**src/rtl/dds_cfg_pkg.sv**
```systemverilog
// Shared definitions for the DDS configuration controller: command opcodes,
// control-word bit positions, register widths and the B28 sequencing FSM.
package dds_cfg_pkg;

    localparam int CMD_W   = 16;
    localparam int FTW_W   = 28;
    localparam int HALF_W  = 14;
    localparam int PHASE_W = 12;
    localparam int HOLD_W  = 8;

    // Command opcodes carried in wr_data[15:14]
    localparam logic [1:0] OP_CTRL  = 2'b00;
    localparam logic [1:0] OP_FREQ0 = 2'b01;
    localparam logic [1:0] OP_FREQ1 = 2'b10;
    localparam logic [1:0] OP_PHASE = 2'b11;

    // Control-word bit positions
    localparam int B28_BIT    = 13;
    localparam int HLB_BIT    = 12;
    localparam int FSEL_BIT   = 11;
    localparam int PSEL_BIT   = 10;
    localparam int RST_BIT    = 8;
    localparam int ERRCLR_BIT = 0;

    // Phase word: D13 picks PHASE1 over PHASE0
    localparam int PHSEL_BIT  = 13;

    typedef enum logic {
        IDLE     = 1'b0,
        WAIT_MSB = 1'b1
    } cfg_state_e;

    // Latched control-word fields
    typedef struct packed {
        logic b28;
        logic hlb;
        logic fsel;
        logic psel;
        logic rst;
    } ctrl_t;

    // Replace one 14-bit half of an FTW, keeping the other half intact
    function automatic logic [FTW_W-1:0] merge_half(
        input logic [FTW_W-1:0]  ftw,
        input logic              upper,
        input logic [HALF_W-1:0] half
    );
        merge_half = upper ? {half, ftw[HALF_W-1:0]} : {ftw[FTW_W-1:HALF_W], half};
    endfunction

endpackage

```
**src/rtl/dds_cfg_ctrl_rst_stretch.sv**
```systemverilog
// dds_rst_stretch: stretches the accumulator reset. While hold is high the
// counter sits at RST_HOLD; once hold drops it counts down and acc_reset
// stays high until the count reaches zero.
module dds_rst_stretch
    import dds_cfg_pkg::*;
#(
    parameter int unsigned RST_HOLD = 4
) (
    input  logic clock,
    input  logic reset,
    input  logic hold,
    output logic acc_reset
);

    localparam logic [HOLD_W-1:0] HOLD_LOAD = HOLD_W'(RST_HOLD);

    logic [HOLD_W-1:0] cnt_q;
    logic [HOLD_W-1:0] cnt_d;

    // Reload while held, otherwise count down to zero and stay there
    always_comb begin
        // NOTE: default assignment first so every path drives cnt_d and no latch is inferred.
        cnt_d = cnt_q;
        if (hold) begin
            cnt_d = HOLD_LOAD;
        end else if (cnt_q != '0) begin
            cnt_d = cnt_q - 1'b1;
        end
    end

    // Counter register, preloaded so acc_reset is high straight out of reset
    always_ff @(posedge clock or negedge reset) begin
        // NOTE: sequential state uses non-blocking assignments only.
        if (!reset) begin
            cnt_q <= HOLD_LOAD;
        end else begin
            cnt_q <= cnt_d;
        end
    end

    assign acc_reset = hold || (cnt_q != '0);

endmodule

```
**src/rtl/dds_cfg_ctrl.sv**
```systemverilog
// dds_cfg_ctrl: decodes 16-bit command words into the phase_acc FTW, phase
// offset and select registers, with B28 two-word atomic FTW writes and a
// stretched accumulator reset.
// Optional: define DDS_CFG_ERRCNT_EN to add the saturating err_count output.
module dds_cfg_ctrl
    import dds_cfg_pkg::*;
#(
    parameter int unsigned       RST_HOLD   = 4,
    parameter logic [FTW_W-1:0]  FREQ0_INIT = '0,
    parameter logic [FTW_W-1:0]  FREQ1_INIT = '0
) (
    input  logic               clock,
    input  logic               reset,
    input  logic               wr_valid,
    output logic               wr_ready,
    input  logic [CMD_W-1:0]   wr_data,
    output logic [FTW_W-1:0]   freq0_set,
    output logic [FTW_W-1:0]   freq1_set,
    output logic [PHASE_W-1:0] phase0_set,
    output logic [PHASE_W-1:0] phase1_set,
    output logic               freq_sel,
    output logic               phase_sel,
    output logic               acc_reset,
    output logic               err_seq
`ifdef DDS_CFG_ERRCNT_EN
    ,
    output logic [7:0]         err_count
`endif
);

    cfg_state_e         state_q, state_d;
    logic               tgt_q, tgt_d;
    logic [HALF_W-1:0]  lsb_hold_q, lsb_hold_d;
    ctrl_t              ctrl_q, ctrl_d;
    logic [FTW_W-1:0]   freq0_q, freq0_d;
    logic [FTW_W-1:0]   freq1_q, freq1_d;
    logic [PHASE_W-1:0] phase0_q, phase0_d;
    logic [PHASE_W-1:0] phase1_q, phase1_d;
    logic               err_seq_q, err_seq_d;
    logic               wr_ready_q, wr_ready_d;

    logic              accept;
    logic [1:0]        op;
    logic [HALF_W-1:0] payload;
    logic              is_freq;
    logic              word_tgt;
    logic              msb_match;

    assign accept    = wr_valid && wr_ready_q;
    assign op        = wr_data[15:14];
    assign payload   = wr_data[HALF_W-1:0];
    assign is_freq   = (op == OP_FREQ0) || (op == OP_FREQ1);
    assign word_tgt  = (op == OP_FREQ1);
    assign msb_match = (state_q == WAIT_MSB) && is_freq && (word_tgt == tgt_q);

    // Command decode: B28 sequencing, register updates and error detection
    always_comb begin
        state_d    = state_q;
        tgt_d      = tgt_q;
        lsb_hold_d = lsb_hold_q;
        ctrl_d     = ctrl_q;
        freq0_d    = freq0_q;
        freq1_d    = freq1_q;
        phase0_d   = phase0_q;
        phase1_d   = phase1_q;
        err_seq_d  = 1'b0;
        wr_ready_d = 1'b1;

        if (accept) begin
            if (msb_match) begin
                // Second half of a B28 pair: commit the whole FTW at once
                if (tgt_q) begin
                    freq1_d = {payload, lsb_hold_q};
                end else begin
                    freq0_d = {payload, lsb_hold_q};
                end
                state_d    = IDLE;
                lsb_hold_d = '0;
            end else begin
                // Anything other than the matching MSB breaks the pair; the
                // word is then handled as if the FSM were idle.
                if (state_q == WAIT_MSB) begin
                    err_seq_d  = 1'b1;
                    state_d    = IDLE;
                    lsb_hold_d = '0;
                end
                case (op)
                    OP_CTRL: begin
                        ctrl_d.b28  = wr_data[B28_BIT];
                        ctrl_d.hlb  = wr_data[HLB_BIT];
                        ctrl_d.fsel = wr_data[FSEL_BIT];
                        ctrl_d.psel = wr_data[PSEL_BIT];
                        ctrl_d.rst  = wr_data[RST_BIT];
                    end
                    OP_FREQ0, OP_FREQ1: begin
                        if (ctrl_q.b28) begin
                            lsb_hold_d = payload;
                            tgt_d      = word_tgt;
                            state_d    = WAIT_MSB;
                        end else if (word_tgt) begin
                            freq1_d = merge_half(freq1_q, ctrl_q.hlb, payload);
                        end else begin
                            freq0_d = merge_half(freq0_q, ctrl_q.hlb, payload);
                        end
                    end
                    OP_PHASE: begin
                        if (wr_data[PHSEL_BIT]) begin
                            phase1_d = wr_data[PHASE_W-1:0];
                        end else begin
                            phase0_d = wr_data[PHASE_W-1:0];
                        end
                    end
                    default: ;
                endcase
            end
        end
    end

    // Controller state and output registers
    always_ff @(posedge clock or negedge reset) begin
        if (!reset) begin
            state_q    <= IDLE;
            tgt_q      <= 1'b0;
            lsb_hold_q <= '0;
            ctrl_q     <= '0;
            freq0_q    <= FREQ0_INIT;
            freq1_q    <= FREQ1_INIT;
            phase0_q   <= '0;
            phase1_q   <= '0;
            err_seq_q  <= 1'b0;
            wr_ready_q <= 1'b0;
        end else begin
            state_q    <= state_d;
            tgt_q      <= tgt_d;
            lsb_hold_q <= lsb_hold_d;
            ctrl_q     <= ctrl_d;
            freq0_q    <= freq0_d;
            freq1_q    <= freq1_d;
            phase0_q   <= phase0_d;
            phase1_q   <= phase1_d;
            err_seq_q  <= err_seq_d;
            wr_ready_q <= wr_ready_d;
        end
    end

    // The cycle before wr_ready rises is treated like RESET=1, so leaving
    // async reset and clearing the RESET bit stretch acc_reset identically.
    logic rst_hold;
    assign rst_hold = ctrl_q.rst || !wr_ready_q;

    dds_rst_stretch #(
        .RST_HOLD (RST_HOLD)
    ) u_rst_stretch (
        .clock     (clock),
        .reset     (reset),
        .hold      (rst_hold),
        .acc_reset (acc_reset)
    );

`ifdef DDS_CFG_ERRCNT_EN
    logic [7:0] err_count_q, err_count_d;

    // Saturating error counter; a control word with D0 set clears it, and
    // the clear wins because that word is applied after the error it caused.
    always_comb begin
        err_count_d = err_count_q;
        if (err_seq_d && (err_count_q != 8'hFF)) begin
            err_count_d = err_count_q + 8'd1;
        end
        if (accept && (op == OP_CTRL) && wr_data[ERRCLR_BIT]) begin
            err_count_d = '0;
        end
    end

    // Error counter register
    always_ff @(posedge clock or negedge reset) begin
        if (!reset) begin
            err_count_q <= '0;
        end else begin
            err_count_q <= err_count_d;
        end
    end

    assign err_count = err_count_q;
`endif

    assign wr_ready   = wr_ready_q;
    assign freq0_set  = freq0_q;
    assign freq1_set  = freq1_q;
    assign phase0_set = phase0_q;
    assign phase1_set = phase1_q;
    assign freq_sel   = ctrl_q.fsel;
    assign phase_sel  = ctrl_q.psel;
    assign err_seq    = err_seq_q;

endmodule
```
**config.mk**
```make
export PLATFORM = sky130hd
export DESIGN_NAME = dds_cfg_ctrl
export DESIGN_NICKNAME = d
export VERILOG_FILES = /design/src/rtl/dds_cfg_pkg.sv /design/src/rtl/dds_cfg_ctrl_rst_stretch.sv /design/src/rtl/dds_cfg_ctrl.sv
export SDC_FILE = /design/constraint.sdc
export NUM_CORES = 1
export LEC_CHECK = 0
export ABC_AREA = 1
export CORE_ASPECT_RATIO = 1.25
export CORE_UTILIZATION = 40
export CTS_BUF_LIST = sky130_fd_sc_hd__clkbuf_8
export DETAILED_ROUTE_END_ITERATION = 10
export GPL_TIMING_DRIVEN = 0
export PLACE_DENSITY = 0.75
export SYNTH_ARGS = -nofsm -noshare
export SYNTH_HDL_FRONTEND = slang
export SYNTH_SLANG_ARGS = --single-unit
```
**constraint.sdc**
```tcl
create_clock -name clock -period 1.4 [get_ports clock]
set_input_delay 0.28 -clock clock [delete_from_list [all_inputs] [get_ports clock]]
set_output_delay 0.28 -clock clock [all_outputs]
set_load 0.01 [all_outputs]
```
* After elaboration in Yosys (flattened, before gate mapping)
Index checks and enable logic that the tools add are counted.
Widths: inputs -> output; s select.
** Word-level totals
- Memories :: 0
- Bits in read-only memories :: 0
- Register bits after elaboration :: 111
- Bits in writable memories :: 0
- Input bits :: 19
- Output and inout bits :: 85
- Bits in latches :: 0
** Operators by class
- $lt $le $gt $ge :: 0
- Shift-type cells :: 0
- Bitwise gates (word level) :: 2
- Add/sub/neg operators :: 1
- Reductions and logical operators :: 22
- Eq/ne operators :: 9
- Muxes and demuxes :: 23
- $mul :: 0
- Divide/modulo/power cells :: 0
** Operators by type and width (count)
- $mux 28 :: 11
- $mux 14 :: 4
- $reduce_and 6->1 :: 4
- $mux 8 :: 2
- $reduce_and 4->1 :: 3
- $reduce_bool 2->1 :: 4
- $reduce_bool 8->1 :: 1
- $sub 8x1->8 const B :: 1
- $mux 1 :: 6
- $ne 2x1->1 const B :: 3
- $eq 2x2->1 const B :: 2
- $ne 2x2->1 const B :: 2
- $logic_and 1x1->1 :: 3
- $logic_or 1x1->1 :: 3
- $reduce_and 3->1 :: 1
- $eq 2x1->1 const B :: 1
- $logic_not 2->1 :: 1
- $not 1->1 :: 2
- $reduce_or 2->1 :: 1
- $eq 1x1->1 :: 1
- $logic_not 1->1 :: 1

* Depth between registers and ports, before layout
Gate-level depths: netlist (run 1).
- Word-level depth :: 6
- Depth in mapped cells :: 11
- Mapped depth without buffers :: 10

* Hierarchy
Synthesis (run 1) repeated with hierarchy kept, for this count alone.
** Unflattened totals
- Cell total of the unflattened synthesis :: 600
- Area total of the unflattened synthesis :: 5116.2 µm²
** Modules (own cells, without submodules)
- dds_cfg_ctrl :: area each 4620.7 µm², times used 1, cells each 535
- dds_rst_stretch :: area each 495.5 µm², times used 1, cells each 65

* Worst setup path after synthesis (run 1)
OpenSTA, ideal clock, no wires.
- Kind :: in2reg
- Start point :: in wr_data[14]
- End point :: reg freq0_q[4] (netlist: freq0_set[4])
- Setup slack :: -0.158 ns
- Stages on the path :: 11
- Data arrival time :: 1.441 ns
- Data required time :: 1.284 ns
- Cell sequence :: inv_1 -> ha_1 -> nand2_1 -> inv_1 -> nand3_2 -> buf_6 -> nand2_1 -> nand3_2 -> buf_2 -> nand2_1 -> nand2_1
** Between the ends
- Cells in the longest elaborated chain, start to end :: 6
** RTL lines
- from (decl) :: line dds_cfg_ctrl.sv:16 : input logic [CMD_W-1:0] wr_data,
- $eq 2x1->1 or $eq 2x2->1 (tied branches) :: line dds_cfg_ctrl.sv:52, dds_cfg_ctrl.sv:87, dds_cfg_ctrl.sv:53
- $logic_or 1x1->1 :: line dds_cfg_ctrl.sv:52 : assign is_freq = (op == OP_FREQ0) || (op == OP_FREQ1);
- $logic_and 1x1->1 (2 in a row) :: line dds_cfg_ctrl.sv:54 : assign msb_match = (state_q == WAIT_MSB) && is_freq && (word_tgt == tgt_q);
- $ne 2x1->1 (no source line) (tied with other cells)
- $reduce_and 6->1 (no source line)
- to (signal assigned) :: line dds_cfg_ctrl.sv:137 : freq0_q <= freq0_d;
- to (decl) :: line dds_cfg_ctrl.sv:35 : logic [FTW_W-1:0] freq0_q, freq0_d;
Parallel ways exist; a longest one is shown, timed or not.
A chain may end at the register's enable or synchronous reset.

* Final worst setup path (run 1)
- Start point :: reg u_rst_stretch.cnt_q[1]
- End point :: out acc_reset
** Between the ends
- Cells in the longest elaborated chain, start to end :: 2
** RTL lines
- from (decl) :: line dds_cfg_ctrl_rst_stretch.sv:17 : logic [HOLD_W-1:0] cnt_q;
- from (signal assigned) :: line dds_cfg_ctrl_rst_stretch.sv:37 : cnt_q <= cnt_d;
- $reduce_bool 8->1 :: line dds_cfg_ctrl_rst_stretch.sv:41 : assign acc_reset = hold || (cnt_q != '0);
- $logic_or 1x1->1 :: line dds_cfg_ctrl_rst_stretch.sv:41
- to (decl) :: line dds_cfg_ctrl.sv:23 : output logic acc_reset,
No other way between the ends.

==> results_tabular.tex, run 1 <==
\begin{tabular}{lr}
\hline
Metric & Value \\
\hline
\multicolumn{2}{l}{\textbf{Outcome}} \\
\quad Status & complete, but fails checks \\
\quad Failing checks & negative setup slack \\
\multicolumn{2}{l}{\textbf{Setup path}} \\
\quad Kind of capture point of the worst setup path & primary output \\
\quad Crit path DAT & 1.37 ns \\
\quad Register-to-register setup slack & -0.16 ns \\
\quad Largest fanout of any net on the critical path & 2 \\
\quad Worst flop-to-flop path startpoint & tgt\_q \\
\quad Number of cells traversed by the worst register-to-register path & 8 \\
\quad Worst setup SP type & register \\
\quad RR Endpoint & freq0\_set[13] \\
\quad Capturing element of the worst setup path & acc\_reset \\
\quad Required time worst endpoint & 1.12 ns \\
\quad Setup crit start & u\_rst\_stretch.cnt\_q[1] \\
\quad Category of the most critical setup path & register to primary output \\
\multicolumn{2}{l}{\textbf{Cells and area}} \\
\quad Share of post-route cells with drive strength above 1 & 33.9\% \\
\quad Net count of the finished layout & about 780 \\
\quad Antenna cell count & 0 \\
\quad Area grow syn2layout & 57.0\% \\
\quad Number of non-filler instances in the completed layout & 917 \\
\multicolumn{2}{l}{\textbf{Routing}} \\
\quad Detailed-route vias per instance & 5.52 \\
\quad Total number of vias & around 5000 \\
\quad First-iteration detailed-routing DRC count & 360 \\
\quad Remaining number of nets flagged by the antenna check after routing & 0 \\
\quad Length of the first detailed-routing pass in iterations & 5 \\
\quad Number of remaining DRC errors & 0 \\
\quad Total detailed-routing wirelength & 17.0 mm \\
\quad Average wire length per cell after detail routing & 18.6 um \\
\multicolumn{2}{l}{\textbf{Synth}} \\
\quad Distinct cell type count of the synthesized netlist & 30 \\
\quad Post-Syn Area per Cell & 8.52 um\^{}2 \\
\quad Register bit count reported by yosys & 111 \\
\quad Proportion of synthesized chip area in sequential cells & 56.5\% \\
\quad Synthesized instance count & 578 \\
\quad Mapped Area & 4920 um\^{}2 \\
\quad Net Count, Synth & $\sim$600 \\
\quad Number of synthesis warnings & 0 \\
\multicolumn{2}{l}{\textbf{Global routing}} \\
\quad Antenna violations before repair & 0 \\
\quad First-pass GRT wire length & 23.5 mm \\
\quad Number of global-route vias before repair & 4666 \\
\quad Global route total overflow & 0 \\
\quad Total GRT Usage & a little under a quarter \\
\quad Largest net degree at the start of global routing & 75 \\
\multicolumn{2}{l}{\textbf{Power}} \\
\quad Worst ir drop on vdd & between 800 and 900 uV \\
\quad Static Leakage & 3.97 nW \\
\quad Power density of the placed cells & 1500 nW/um\^{}2 \\
\multicolumn{2}{l}{\textbf{CTS}} \\
\quad CTS tree & done \\
\quad Clock buffers created by TritonCTS & 9 \\
\quad H-tree level count & 3 \\
\quad Sinks on Clock Net & 111 \\
\quad Number of buffers inserted by hold repair at cts & 0 \\
\quad Root Buffer Master & sky130\_fd\_sc\_hd\_\_clkbuf\_8 \\
\quad Clock latency on the worst-skew pair & 0.39 ns \\
\quad Post-CTS clock slew at the launch and capture registers of the worst setup and hold paths & 0.11 ns \\
\quad Deepest clock path buffer count & 2 \\
\multicolumn{2}{l}{\textbf{STA}} \\
\quad Post-Route Skew & 0.0155 ns \\
\quad Post-route clock period utilization & 118\% \\
\quad FMAX & 605 MHz \\
\quad Worst path setup slack after routing & -0.254 ns \\
\quad Count of final hold-check violations & 0 \\
\quad Count of pins over their slew limit & 0 \\
\quad Count of final setup violators & slightly below 90 \\
\quad Slew of the pin with the lowest slew margin & $\sim$0.94 ns \\
\quad Setup repair after global routing missed its margin & yes \\
\quad Worst hold slack & 0.0439 ns \\
\quad Worst-case headroom to the max-slew limit & between 30\% and 40\% \\
\quad Final Critical Period & 1.65 ns \\
\multicolumn{2}{l}{\textbf{Die}} \\
\quad Chip width & between 100 and 150 um \\
\quad Die outline height & roughly 130 um \\
\quad Starting density of the core & 41.8\% \\
\quad Total Die Area & 12800 um\^{}2 \\
\quad IO Pins & 104 \\
\quad Core outline area & $\sim$12000 um\^{}2 \\
\quad Row Count & 44 \\
\multicolumn{2}{l}{\textbf{Min path}} \\
\quad Type of the worst min-delay path & primary input to async pin \\
\multicolumn{2}{l}{\textbf{Placement}} \\
\quad DP Worst Slack & -0.967 ns \\
\quad Instance count after placement with tap cells included & 843 \\
\quad Post-detailed-placement half-perimeter wirelength & 9.61 mm \\
\quad Port Buf Inserts & 103 \\
\quad Weighted congestion reported at the end of routability-driven placement & between 0.8 and 0.9 \\
\multicolumn{2}{l}{\textbf{Run}} \\
\quad Maximum Capacitance Violations & 0 \\
\hline
\end{tabular}
worst max-delay path, cell delays in order, from the launching register on:
cell,delay (ns)
sky130_fd_sc_hd__dfrtp_1,0.40
sky130_fd_sc_hd__inv_2,0.08
sky130_fd_sc_hd__ha_4,0.13
sky130_fd_sc_hd__nand3_4,0.07
sky130_fd_sc_hd__nor2_4,0.11
sky130_fd_sc_hd__nand2_2,0.07
sky130_fd_sc_hd__buf_6,0.12
state kept, by name, summed over array words and instances, names as in the netlist:
| name | count |
|---|---|
| state_q | 1 |
| freq0_set | 28 |
| phase_sel | 1 |
| freq_sel | 1 |
| phase1_set | 12 |
| freq1_set | 28 |
| wr_ready | 1 |
| lsb_hold_q | 14 |
| phase0_set | 12 |
| ctrl_q | 3 |
| err_seq | 1 |
| u_rst_stretch.cnt_q | 8 |
| tgt_q | 1 |
power by group:
group / internal, mW / switching, mW
combinational: 2.23 / 2.64
sequential: 4.17 / 0.640
clock: 0.758 / 1.15
Yosys cell counts, drive strengths merged:
cell type    n  area [um^2]
and2         1         6.26
nand3b       1         11.3
dfstp        1         26.3
o31ai        1         7.51
nor3         2         10.0
clkinv       1         3.75
o22ai       15         93.8
inv         48          180
a21oi        3         26.3
dfrtp      110         2750
nor2        16         72.6
clkbuf       9         33.8
nand2      211          800
nand3       41          220
xor2         2         17.5
buf         19          101
o21ai       61          305
conb         1         3.75
nand4       30          188
ha           5         62.6
per-stage QoR:
stage | setup TNS, ns | utilization [%] | power [mW] | cell area [um^2]
2_1_floorplan | -6.72 | - | 6.71 | 5080
3_3_place_gp | -527.64 | 53.6 | 8.82 | 6320
3_5_place_dp | -88.09 | 53.8 | 8.97 | 6330
4_1_cts | -5.76 | 57.6 | 10.6 | 6790
5_1_grt | -12.41 | 65.6 | 12.2 | 7730
6_report | -6.85 | 65.6 | 11.6 | 7730
cells in the final DEF (no fill, tap or decap), types with 4 or more instances in the layout:
cell type and count:
sky130_fd_sc_hd__buf_2 4, sky130_fd_sc_hd__buf_4 42, sky130_fd_sc_hd__buf_6 25, sky130_fd_sc_hd__buf_8 9, sky130_fd_sc_hd__clkbuf_8 11, sky130_fd_sc_hd__clkdlybuf4s15_1 16, sky130_fd_sc_hd__clkdlybuf4s50_1 15, sky130_fd_sc_hd__clkinvlp_4 4
sky130_fd_sc_hd__dfrtp_1 109, sky130_fd_sc_hd__dlygate4sd2_1 68, sky130_fd_sc_hd__ha_4 4, sky130_fd_sc_hd__inv_1 38, sky130_fd_sc_hd__inv_2 4, sky130_fd_sc_hd__nand2_1 140, sky130_fd_sc_hd__nand2_2 55, sky130_fd_sc_hd__nand2_4 14
sky130_fd_sc_hd__nand3_1 20, sky130_fd_sc_hd__nand3_2 12, sky130_fd_sc_hd__nand3_4 9, sky130_fd_sc_hd__nand4_1 30, sky130_fd_sc_hd__nor2_1 8, sky130_fd_sc_hd__nor2_4 6, sky130_fd_sc_hd__o21ai_0 34, sky130_fd_sc_hd__o21ai_1 9
sky130_fd_sc_hd__o21ai_2 18, sky130_fd_sc_hd__o22ai_1 4, sky130_fd_sc_hd__o22ai_2 10
metal layers:
layer | global-route usage [%] | share of wire [%] | up-vias
met1 | 30.5 | 38 | 2487
li1 | - | - | 2235
met3 | 4.72 | 6.8 | 69
met2 | 40.2 | 51 | 269
met5 | 0 | 0 | -
met4 | 8.70 | 4.6 | 0
worst min-delay path by stage:
stage	startpoint	to	cells past startpoint	slack [ns]
2_1_floorplan	reset	ctrl_q[0]	0	-0.02
3_3_place_gp	freq1_set[23]	freq1_set[23]	2	0.46
3_5_place_dp	freq1_set[22]	freq1_set[22]	2	0.46
4_1_cts	reset	u_rst_stretch.cnt_q[3]	1	0.07
5_1_grt	reset	u_rst_stretch.cnt_q[0]	1	0.11
6_report	reset	u_rst_stretch.cnt_q[0]	1	0.04
kinds of logic after synthesis:
group	Yosys count	synth area share, %
AND/OR/NAND/NOR	302	26.6
AO/OA/AOI/OAI	80	8.80
other	1	0.0762
flip-flops	111	56.5
buffers and inverters	77	6.48
adder cells (fa/ha/maj)	5	1.27
XOR/XNOR	2	0.356
area by class of cell:
cell class	instances	area (um^2)
Tap cell	161	201
Fill cell	933	4050
Multi-Input combinational cell	390	2500
Inverter	49	209
Clock buffer	11	151
Buffer	27	295
Sequential cell	111	2780
Timing Repair Buffer	163	1550
Clock inverter	5	41.3
timing repair:
action                                  in CTS  in global routing
pin swaps                                    7                 48
endpoints found under the setup margin     192                116
gates resized for setup                    153                193
buffers inserted                            21                 29
gates cloned                                 3                  6
(Power assumes the default switching activity.)
==> run 2, diff against run 1 <==
--- a/config.mk
+++ b/config.mk
@@ -12,6 +12,7 @@
 export DETAILED_ROUTE_END_ITERATION = 10
 export GPL_TIMING_DRIVEN = 0
 export PLACE_DENSITY = 0.75
+export REMOVE_ABC_BUFFERS = 1
 export SYNTH_ARGS = -nofsm -noshare
 export SYNTH_HDL_FRONTEND = slang
 export SYNTH_SLANG_ARGS = --single-unit
==> run 2 against run 1 <==
Compared with the run above: the flow still finishes with violations (negative setup slack); combinational power increased by 11%; count of clock-buffer cells in the layout decreased by 2; sequential power increased by 2%; non-clock buffer count decreased by 14; utilization increased by 1.5 points; die area unchanged; global-route usage increased by 2.2 points; final area increased by 2.3%; critical path depth unchanged; power increased by 7.6%; clock skew increased by 0.0016 ns.
==> results_tabular.tex, run 2 (synthesis gave the netlist of run 1 again) <==
\begin{tabular}{lr}
\hline
Metric & Value \\
\hline
\multicolumn{2}{l}{\textbf{Outcome}} \\
\quad Status & complete, but fails checks \\
\quad Failing checks & negative setup slack \\
\multicolumn{2}{l}{\textbf{Cells and area}} \\
\quad Commonest non-fill, non-tap cell in the layout & sky130\_fd\_sc\_hd\_\_nand2\_1 \\
\quad Commonest cells after routing, fill and taps aside & sky130\_fd\_sc\_hd\_\_nand2\_1 (128), sky130\_fd\_sc\_hd\_\_dfrtp\_1 (107), sky130\_fd\_sc\_hd\_\_dlygate4sd2\_1 (78) \\
\quad Net count of the finished layout & 778 \\
\quad Filler cell count in the final layout & between 800 and 900 \\
\quad Share of post-route cells with drive strength above 1 & 32.1\% \\
\quad Antenna cell count & 0 \\
\quad Area grow syn2layout & 60.7\% \\
\quad Number of non-filler instances in the completed layout & 920 \\
\multicolumn{2}{l}{\textbf{CTS}} \\
\quad Clock latency on the worst-skew pair & 0.39 ns \\
\quad Deepest clock path buffer count & 2 \\
\quad Clock buffers created by TritonCTS & 9 \\
\quad Sinks on Clock Net & 111 \\
\quad H-tree level count & 3 \\
\quad Post-CTS clock slew at the launch and capture registers of the worst setup and hold paths & $\sim$0.11 ns \\
\quad CTS tree & done \\
\quad Root Buffer Master & sky130\_fd\_sc\_hd\_\_clkbuf\_8 \\
\multicolumn{2}{l}{\textbf{Die}} \\
\quad Die outline height & 126 um \\
\quad Row Count & 44 \\
\quad Core outline area & 11800 um\^{}2 \\
\quad Total Die Area & 12800 um\^{}2 \\
\quad Starting density of the core & 41.8\% \\
\quad IO Pins & 104 \\
\quad Chip width & between 100 and 150 um \\
\multicolumn{2}{l}{\textbf{Setup path}} \\
\quad Worst setup SP type & register \\
\quad Stage delay of the slowest cell on the critical path & 0.40 ns \\
\quad Kind of capture point of the worst setup path & primary output \\
\quad Category of the most critical setup path & register to primary output \\
\quad Largest fanout of any net on the critical path & 2 \\
\quad Worst-path cell with the longest stage delay & sky130\_fd\_sc\_hd\_\_dfrtp\_1 \\
\quad Required time worst endpoint & 1.12 ns \\
\quad Crit path DAT & 1.40 ns \\
\quad Critical path, cell by cell & inv\_2 -> ha\_4 -> nand3\_4 -> nor2\_4 -> nand2\_2 -> buf\_6 \\
\multicolumn{2}{l}{\textbf{STA}} \\
\quad Setup repair after global routing missed its margin & yes \\
\quad Count of pins over their slew limit & 0 \\
\quad Worst-case headroom to the max-slew limit & 33.7\% \\
\quad Post-route clock period utilization & 120\% \\
\quad Post-Route Skew & around 0.017 ns \\
\quad FMAX & 594 MHz \\
\quad Count of final setup violators & 106 \\
\quad Final Critical Period & $\sim$1.7 ns \\
\quad Slew of the pin with the lowest slew margin & 0.993 ns \\
\quad Worst path setup slack after routing & -0.282 ns \\
\quad Count of final hold-check violations & 0 \\
\multicolumn{2}{l}{\textbf{Global routing}} \\
\quad Met1 track utilization from global routing & between 30 and 40\% \\
\quad Total GRT Usage & 26.1\% \\
\quad First-pass GRT wire length & 25.3 mm \\
\quad Met3 usage & between 3 and 4\% \\
\quad Largest net degree at the start of global routing & 65 \\
\quad Number of global-route vias before repair & 4797 \\
\quad Global route total overflow & 0 \\
\quad Met2 Usage GRT & 42.9\% \\
\quad Antenna violations before repair & 0 \\
\quad Busiest grt layer & met2 \\
\multicolumn{2}{l}{\textbf{Power}} \\
\quad Sequential share of power & around two fifths \\
\quad Switching power & between 5 and 6 mW \\
\quad Combinational cell fraction of total power & 43.5\% \\
\quad Static Leakage & 4.06 nW \\
\quad Cell internal pwr & 7.44 mW \\
\quad Worst ir drop on vdd & 716 uV \\
\quad Total Power & 12.5 mW \\
\quad Power density of the placed cells & 1580 nW/um\^{}2 \\
\quad Switching Share & 40.3\% \\
\quad Relative contribution of the clock network to total power & 17.3\% \\
\multicolumn{2}{l}{\textbf{Routing}} \\
\quad Length of the first detailed-routing pass in iterations & 8 \\
\quad Total detailed-routing wirelength & 21.4 mm \\
\quad Average wire length per cell after detail routing & 23.2 um \\
\quad Remaining number of nets flagged by the antenna check after routing & 0 \\
\quad First-iteration detailed-routing DRC count & 804 \\
\quad Number of remaining DRC errors & 0 \\
\quad Detailed-route vias per instance & 6.11 \\
\quad Total number of vias & 5624 \\
\multicolumn{2}{l}{\textbf{Placement}} \\
\quad Instance count after placement with tap cells included & 815 \\
\quad Post-detailed-placement half-perimeter wirelength & 8.83 mm \\
\quad Weighted congestion reported at the end of routability-driven placement & between 0.8 and 0.9 \\
\quad Port Buf Inserts & 103 \\
\multicolumn{2}{l}{\textbf{Run}} \\
\quad Maximum Capacitance Violations & 0 \\
\multicolumn{2}{l}{\textbf{Min path}} \\
\quad Type of the worst min-delay path & primary input to async pin \\
\hline
\end{tabular}
[run 2: cell types whose count changed in the layout (fill, tap and decap cells not counted), moves of 4 or more]
| cell | previous run | this run |
|---|---|---|
| sky130_fd_sc_hd__nand2_1 | 140 | 128 |
| sky130_fd_sc_hd__buf_8 | 9 | 4 |
| sky130_fd_sc_hd__clkdlybuf4s15_1 | 16 | 5 |
| sky130_fd_sc_hd__nand3_4 | 9 | 13 |
| sky130_fd_sc_hd__o21ai_1 | 9 | 24 |
| sky130_fd_sc_hd__nand2_2 | 55 | 64 |
| sky130_fd_sc_hd__nand3_1 | 20 | 32 |
| sky130_fd_sc_hd__buf_12 | 3 | 10 |
| sky130_fd_sc_hd__nand2_8 | 2 | 8 |
| sky130_fd_sc_hd__buf_4 | 42 | 34 |
| sky130_fd_sc_hd__dlygate4sd2_1 | 68 | 78 |
| sky130_fd_sc_hd__o21ai_2 | 18 | 5 |
| sky130_fd_sc_hd__nand3_2 | 12 | 5 |
[run 2: power groups by stage]
stage	registers (mW)	logic, mW	clock network, mW
after floorplan	5.09	1.44	0
after global placement	4.77	3.88	0
after detailed placement	4.82	3.99	0
after CTS	4.76	4.12	2.08
after global routing	4.94	5.67	2.28
final	4.89	5.42	2.16
[run 2: layout make-up]
type	count	area, um^2	area share, %
clock buffers	9	124	1.57
well taps	161	201	2.55
repair buffers	176	1770	22.4
clock inverters	7	90.1	1.14
inverters	49	208	2.63
flip-flops and latches	111	2780	35.2
multi-input cells	407	2730	34.5
[run 2: path summary, 6_finish.rpt]
path                                        startpoint  depth (start not counted)             to  slack (ns)
worst min register to register            freq1_set[8]                          2   freq1_set[8]        0.48
worst max register to register                   tgt_q                          9  freq0_set[20]       -0.28
min in group clock                        freq1_set[8]                          2   freq1_set[8]        0.48
worst max-delay path            u_rst_stretch.cnt_q[1]                          6      acc_reset       -0.28
max in group asynchronous                        reset                          3      ctrl_q[4]        0.20
worst min-delay path                             reset                          2  phase0_set[9]        0.44
[run 2: through the flow]
step / cell area [um^2] / setup WS [ns] / TNS, ns / hold slack (ns) / utilization [%]
floorplan: 4790 / -1.25 / -72.42 / -0.0156 / -
global placement: 6020 / -4.02 / -633.90 / 0.456 / 51.1
detailed placement: 6040 / -2.75 / -196.62 / 0.335 / 51.3
CTS: 6860 / -0.225 / -5.43 / 0.469 / 58.2
global route: 7910 / -0.340 / -18.09 / 0.509 / 67.1
finish: 7910 / -0.282 / -16.37 / 0.445 / 67.1
[run 2: timing repair]
action | 4_1_cts | 5_1_grt
gates cloned | 7 | 13
setup endpoints to repair | 192 | 104
hold buffers | 1 | 0
setup buffers | 34 | 34
pin swaps | 21 | 52
resized for setup | 160 | 172
endpoints found under the hold margin | 46 | 0
[run 2: worst max-delay path, delay by kind of cell (launching register included)]
kind	cells	cell delay, ns
flops	1	0.40
buf+inv	2	0.20
simple gates	3	0.27
fa+ha+maj	1	0.14
[run 2: metal layers]
layer,vias up,wire (um)
met4,0,1550
li1,2274,-
met5,-,0
met3,150,2100
met1,2715,7490
met2,485,10200
==> run 3, diff against run 2 <==
--- a/config.mk
+++ b/config.mk
@@ -7,6 +7,7 @@
 export LEC_CHECK = 0
 export ABC_AREA = 1
 export CORE_ASPECT_RATIO = 1.25
+export CORE_MARGIN = 5
 export CORE_UTILIZATION = 40
 export CTS_BUF_LIST = sky130_fd_sc_hd__clkbuf_8
 export DETAILED_ROUTE_END_ITERATION = 10
==> run 3 against run 2 <==
Compared with the run above: the run still ends with negative setup slack left; clock power decreased by 16%; combinational power fell by 5.5%; clock skew rose by 0.0038 ns; highest routed layer unchanged.
==> results_tabular.tex, run 3 (synthesis gave the netlist of run 1 again) <==
\begin{tabular}{lr}
\hline
Metric & Value \\
\hline
\multicolumn{2}{l}{\textbf{Setup path}} \\
\quad Category of the most critical setup path & register to primary output \\
\quad Kind of capture point of the worst setup path & primary output \\
\quad Worst setup SP type & register \\
\quad Number of cells traversed by the worst register-to-register path & 8 \\
\quad Register-to-register setup slack & -0.20 ns \\
\quad RR Endpoint & freq0\_set[22] \\
\quad Worst flop-to-flop path startpoint & tgt\_q \\
\quad Crit path DAT & 1.38 ns \\
\quad Required time worst endpoint & about 1.1 ns \\
\quad Largest fanout of any net on the critical path & 2 \\
\multicolumn{2}{l}{\textbf{Placement}} \\
\quad Weighted congestion reported at the end of routability-driven placement & roughly 0.83 \\
\quad Port Buf Inserts & 103 \\
\quad Post-detailed-placement half-perimeter wirelength & around 9.5 mm \\
\quad Post-place instance area & 6050 um\^{}2 \\
\quad Instance count after placement with tap cells included & 818 \\
\quad DP Worst Slack & -2.70 ns \\
\multicolumn{2}{l}{\textbf{STA}} \\
\quad Worst hold slack & 0.399 ns \\
\quad Post-Route Skew & 0.0209 ns \\
\quad Final Critical Period & roughly 1.7 ns \\
\quad Count of final setup violators & slightly below 100 \\
\quad Count of pins over their slew limit & 0 \\
\quad Total negative slack for setup checks & -8.28 ns \\
\quad Worst path setup slack after routing & -0.262 ns \\
\quad Count of final hold-check violations & 0 \\
\quad Slew of the pin with the lowest slew margin & 0.937 ns \\
\quad Post-route clock period utilization & 119\% \\
\quad Setup repair after global routing missed its margin & yes \\
\quad FMAX & 602 MHz \\
\quad Worst-case headroom to the max-slew limit & between 30\% and 40\% \\
\multicolumn{2}{l}{\textbf{Global routing}} \\
\quad First-pass GRT wire length & 26.3 mm \\
\quad Total GRT Usage & 23.2\% \\
\quad Number of global-route vias before repair & between 4000 and 5000 \\
\quad Largest net degree at the start of global routing & 74 \\
\quad Antenna violations before repair & 0 \\
\quad Global route total overflow & 0 \\
\multicolumn{2}{l}{\textbf{Power}} \\
\quad Power density of the placed cells & between 1500 and 2000 nW/um\^{}2 \\
\quad Static Leakage & roughly 3.9 nW \\
\quad Combinational cell fraction of total power & 43.5\% \\
\quad Cell internal pwr & 7.01 mW \\
\quad Switching Share & 40.5\% \\
\quad Worst ir drop on vdd & 606 uV \\
\quad Sequential share of power & approximately two fifths \\
\quad Switching power & 4.77 mW \\
\quad Total Power & between 10 and 15 mW \\
\quad Relative contribution of the clock network to total power & 15.4\% \\
\multicolumn{2}{l}{\textbf{Cells and area}} \\
\quad Design area & about 7600 um\^{}2 \\
\quad Share of post-route cells with drive strength above 1 & 28.4\% \\
\quad Filler cell count in the final layout & roughly 880 \\
\quad Area grow syn2layout & 55.4\% \\
\quad Area taken by flip-flops and latches & 2780 um\^{}2 \\
\quad Net count of the finished layout & 770 \\
\quad Commonest non-fill, non-tap cell in the layout & sky130\_fd\_sc\_hd\_\_nand2\_1 \\
\quad Footprint of the multi-input gates & 2670 um\^{}2 \\
\quad Antenna cell count & 0 \\
\quad Final core area utilization & 63.2\% \\
\quad Commonest cells after routing, fill and taps aside & sky130\_fd\_sc\_hd\_\_nand2\_1 (146), sky130\_fd\_sc\_hd\_\_dfrtp\_1 (107), sky130\_fd\_sc\_hd\_\_dlygate4sd2\_1 (76) \\
\quad Number of non-filler instances in the completed layout & 915 \\
\multicolumn{2}{l}{\textbf{Die}} \\
\quad Total Die Area & about 15000 um\^{}2 \\
\quad Starting density of the core & 40.7\% \\
\quad Die outline height & 134 um \\
\quad Row Count & 45 \\
\quad Core outline area & 12100 um\^{}2 \\
\quad IO Pins & 104 \\
\quad Chip width & 109 um \\
\multicolumn{2}{l}{\textbf{Outcome}} \\
\quad Failing checks & negative setup slack \\
\quad Status & complete, but fails checks \\
\multicolumn{2}{l}{\textbf{Min path}} \\
\quad Type of the worst min-delay path & primary input to async pin \\
\multicolumn{2}{l}{\textbf{CTS}} \\
\quad CTS tree & done \\
\quad Clock latency on the worst-skew pair & between 0.3 and 0.4 ns \\
\quad Root Buffer Master & sky130\_fd\_sc\_hd\_\_clkbuf\_8 \\
\quad Clock buffers created by TritonCTS & 9 \\
\quad Post-CTS clock slew at the launch and capture registers of the worst setup and hold paths & 0.11 ns \\
\quad H-tree level count & 3 \\
\quad Sinks on Clock Net & 111 \\
\quad Deepest clock path buffer count & 2 \\
\multicolumn{2}{l}{\textbf{Routing}} \\
\quad Total number of vias & about 5300 \\
\quad Remaining number of nets flagged by the antenna check after routing & 0 \\
\quad First-iteration detailed-routing DRC count & 786 \\
\quad Total detailed-routing wirelength & between 15 and 20 mm \\
\quad Number of remaining DRC errors & 0 \\
\quad Detailed-route vias per instance & 5.82 \\
\quad Length of the first detailed-routing pass in iterations & 6 \\
\quad Average wire length per cell after detail routing & about 22 um \\
\multicolumn{2}{l}{\textbf{Run}} \\
\quad Maximum Capacitance Violations & 0 \\
\hline
\end{tabular}
-- run 3: per-layer routing --
metal,vias to the layer above,GRT usage (%),share of wire (%)
li1,2254,-,-
met1,2555,27.3,34
met2,405,38.7,50
met3,109,4.91,9.3
met4,0,13.3,6.7
met5,-,0,0
-- run 3: worst max-delay path by stage --
stage / startpoint / end / slack [ns]
5_1_grt: u_rst_stretch.cnt_q[1] / acc_reset / -0.32
3_3_place_gp: reset / freq0_set[4] / -3.98
2_1_floorplan: wr_data[14] / freq0_set[14] / -1.25
3_5_place_dp: wr_data[14] / freq1_set[22] / -2.70
4_1_cts: u_rst_stretch.cnt_q[1] / acc_reset / -0.23
6_report: u_rst_stretch.cnt_q[0] / acc_reset / -0.26
-- run 3: area by class of cell --
class	instances	area share, %
tap	164	2.68
multi-input combinational	407	34.9
clock inverter	6	0.524
timing repair buffer	167	21.0
clock buffer	10	1.80
inverter	49	2.70
sequential	111	36.4
timing repair inverter	1	0.0654
-- run 3: power groups by stage --
stage / clock network, mW / registers (mW) / logic [mW]
after CTS: 1.80 / 4.73 / 4.25
after floorplan: 0 / 5.09 / 1.44
after global placement: 0 / 4.76 / 3.93
after detailed placement: 0 / 4.80 / 4.05
final: 1.82 / 4.84 / 5.12
after global routing: 1.95 / 4.93 / 5.42
-- run 3: worst max-delay path, cell delays in order (launching register included) --
cell,delay [ns]
sky130_fd_sc_hd__dfrtp_1,0.40
sky130_fd_sc_hd__inv_2,0.08
sky130_fd_sc_hd__ha_4,0.14
sky130_fd_sc_hd__nand3_4,0.07
sky130_fd_sc_hd__nor2_4,0.12
sky130_fd_sc_hd__nand2_4,0.07
sky130_fd_sc_hd__buf_6,0.12
-- run 3: what timing repair did --
item	4_1_cts	5_1_grt
hold endpoints to repair	38	0
gates cloned	9	10
setup buffers	40	24
pin swaps	15	51
resized for setup	175	125
hold buffers	1	0
setup endpoints to repair	192	96
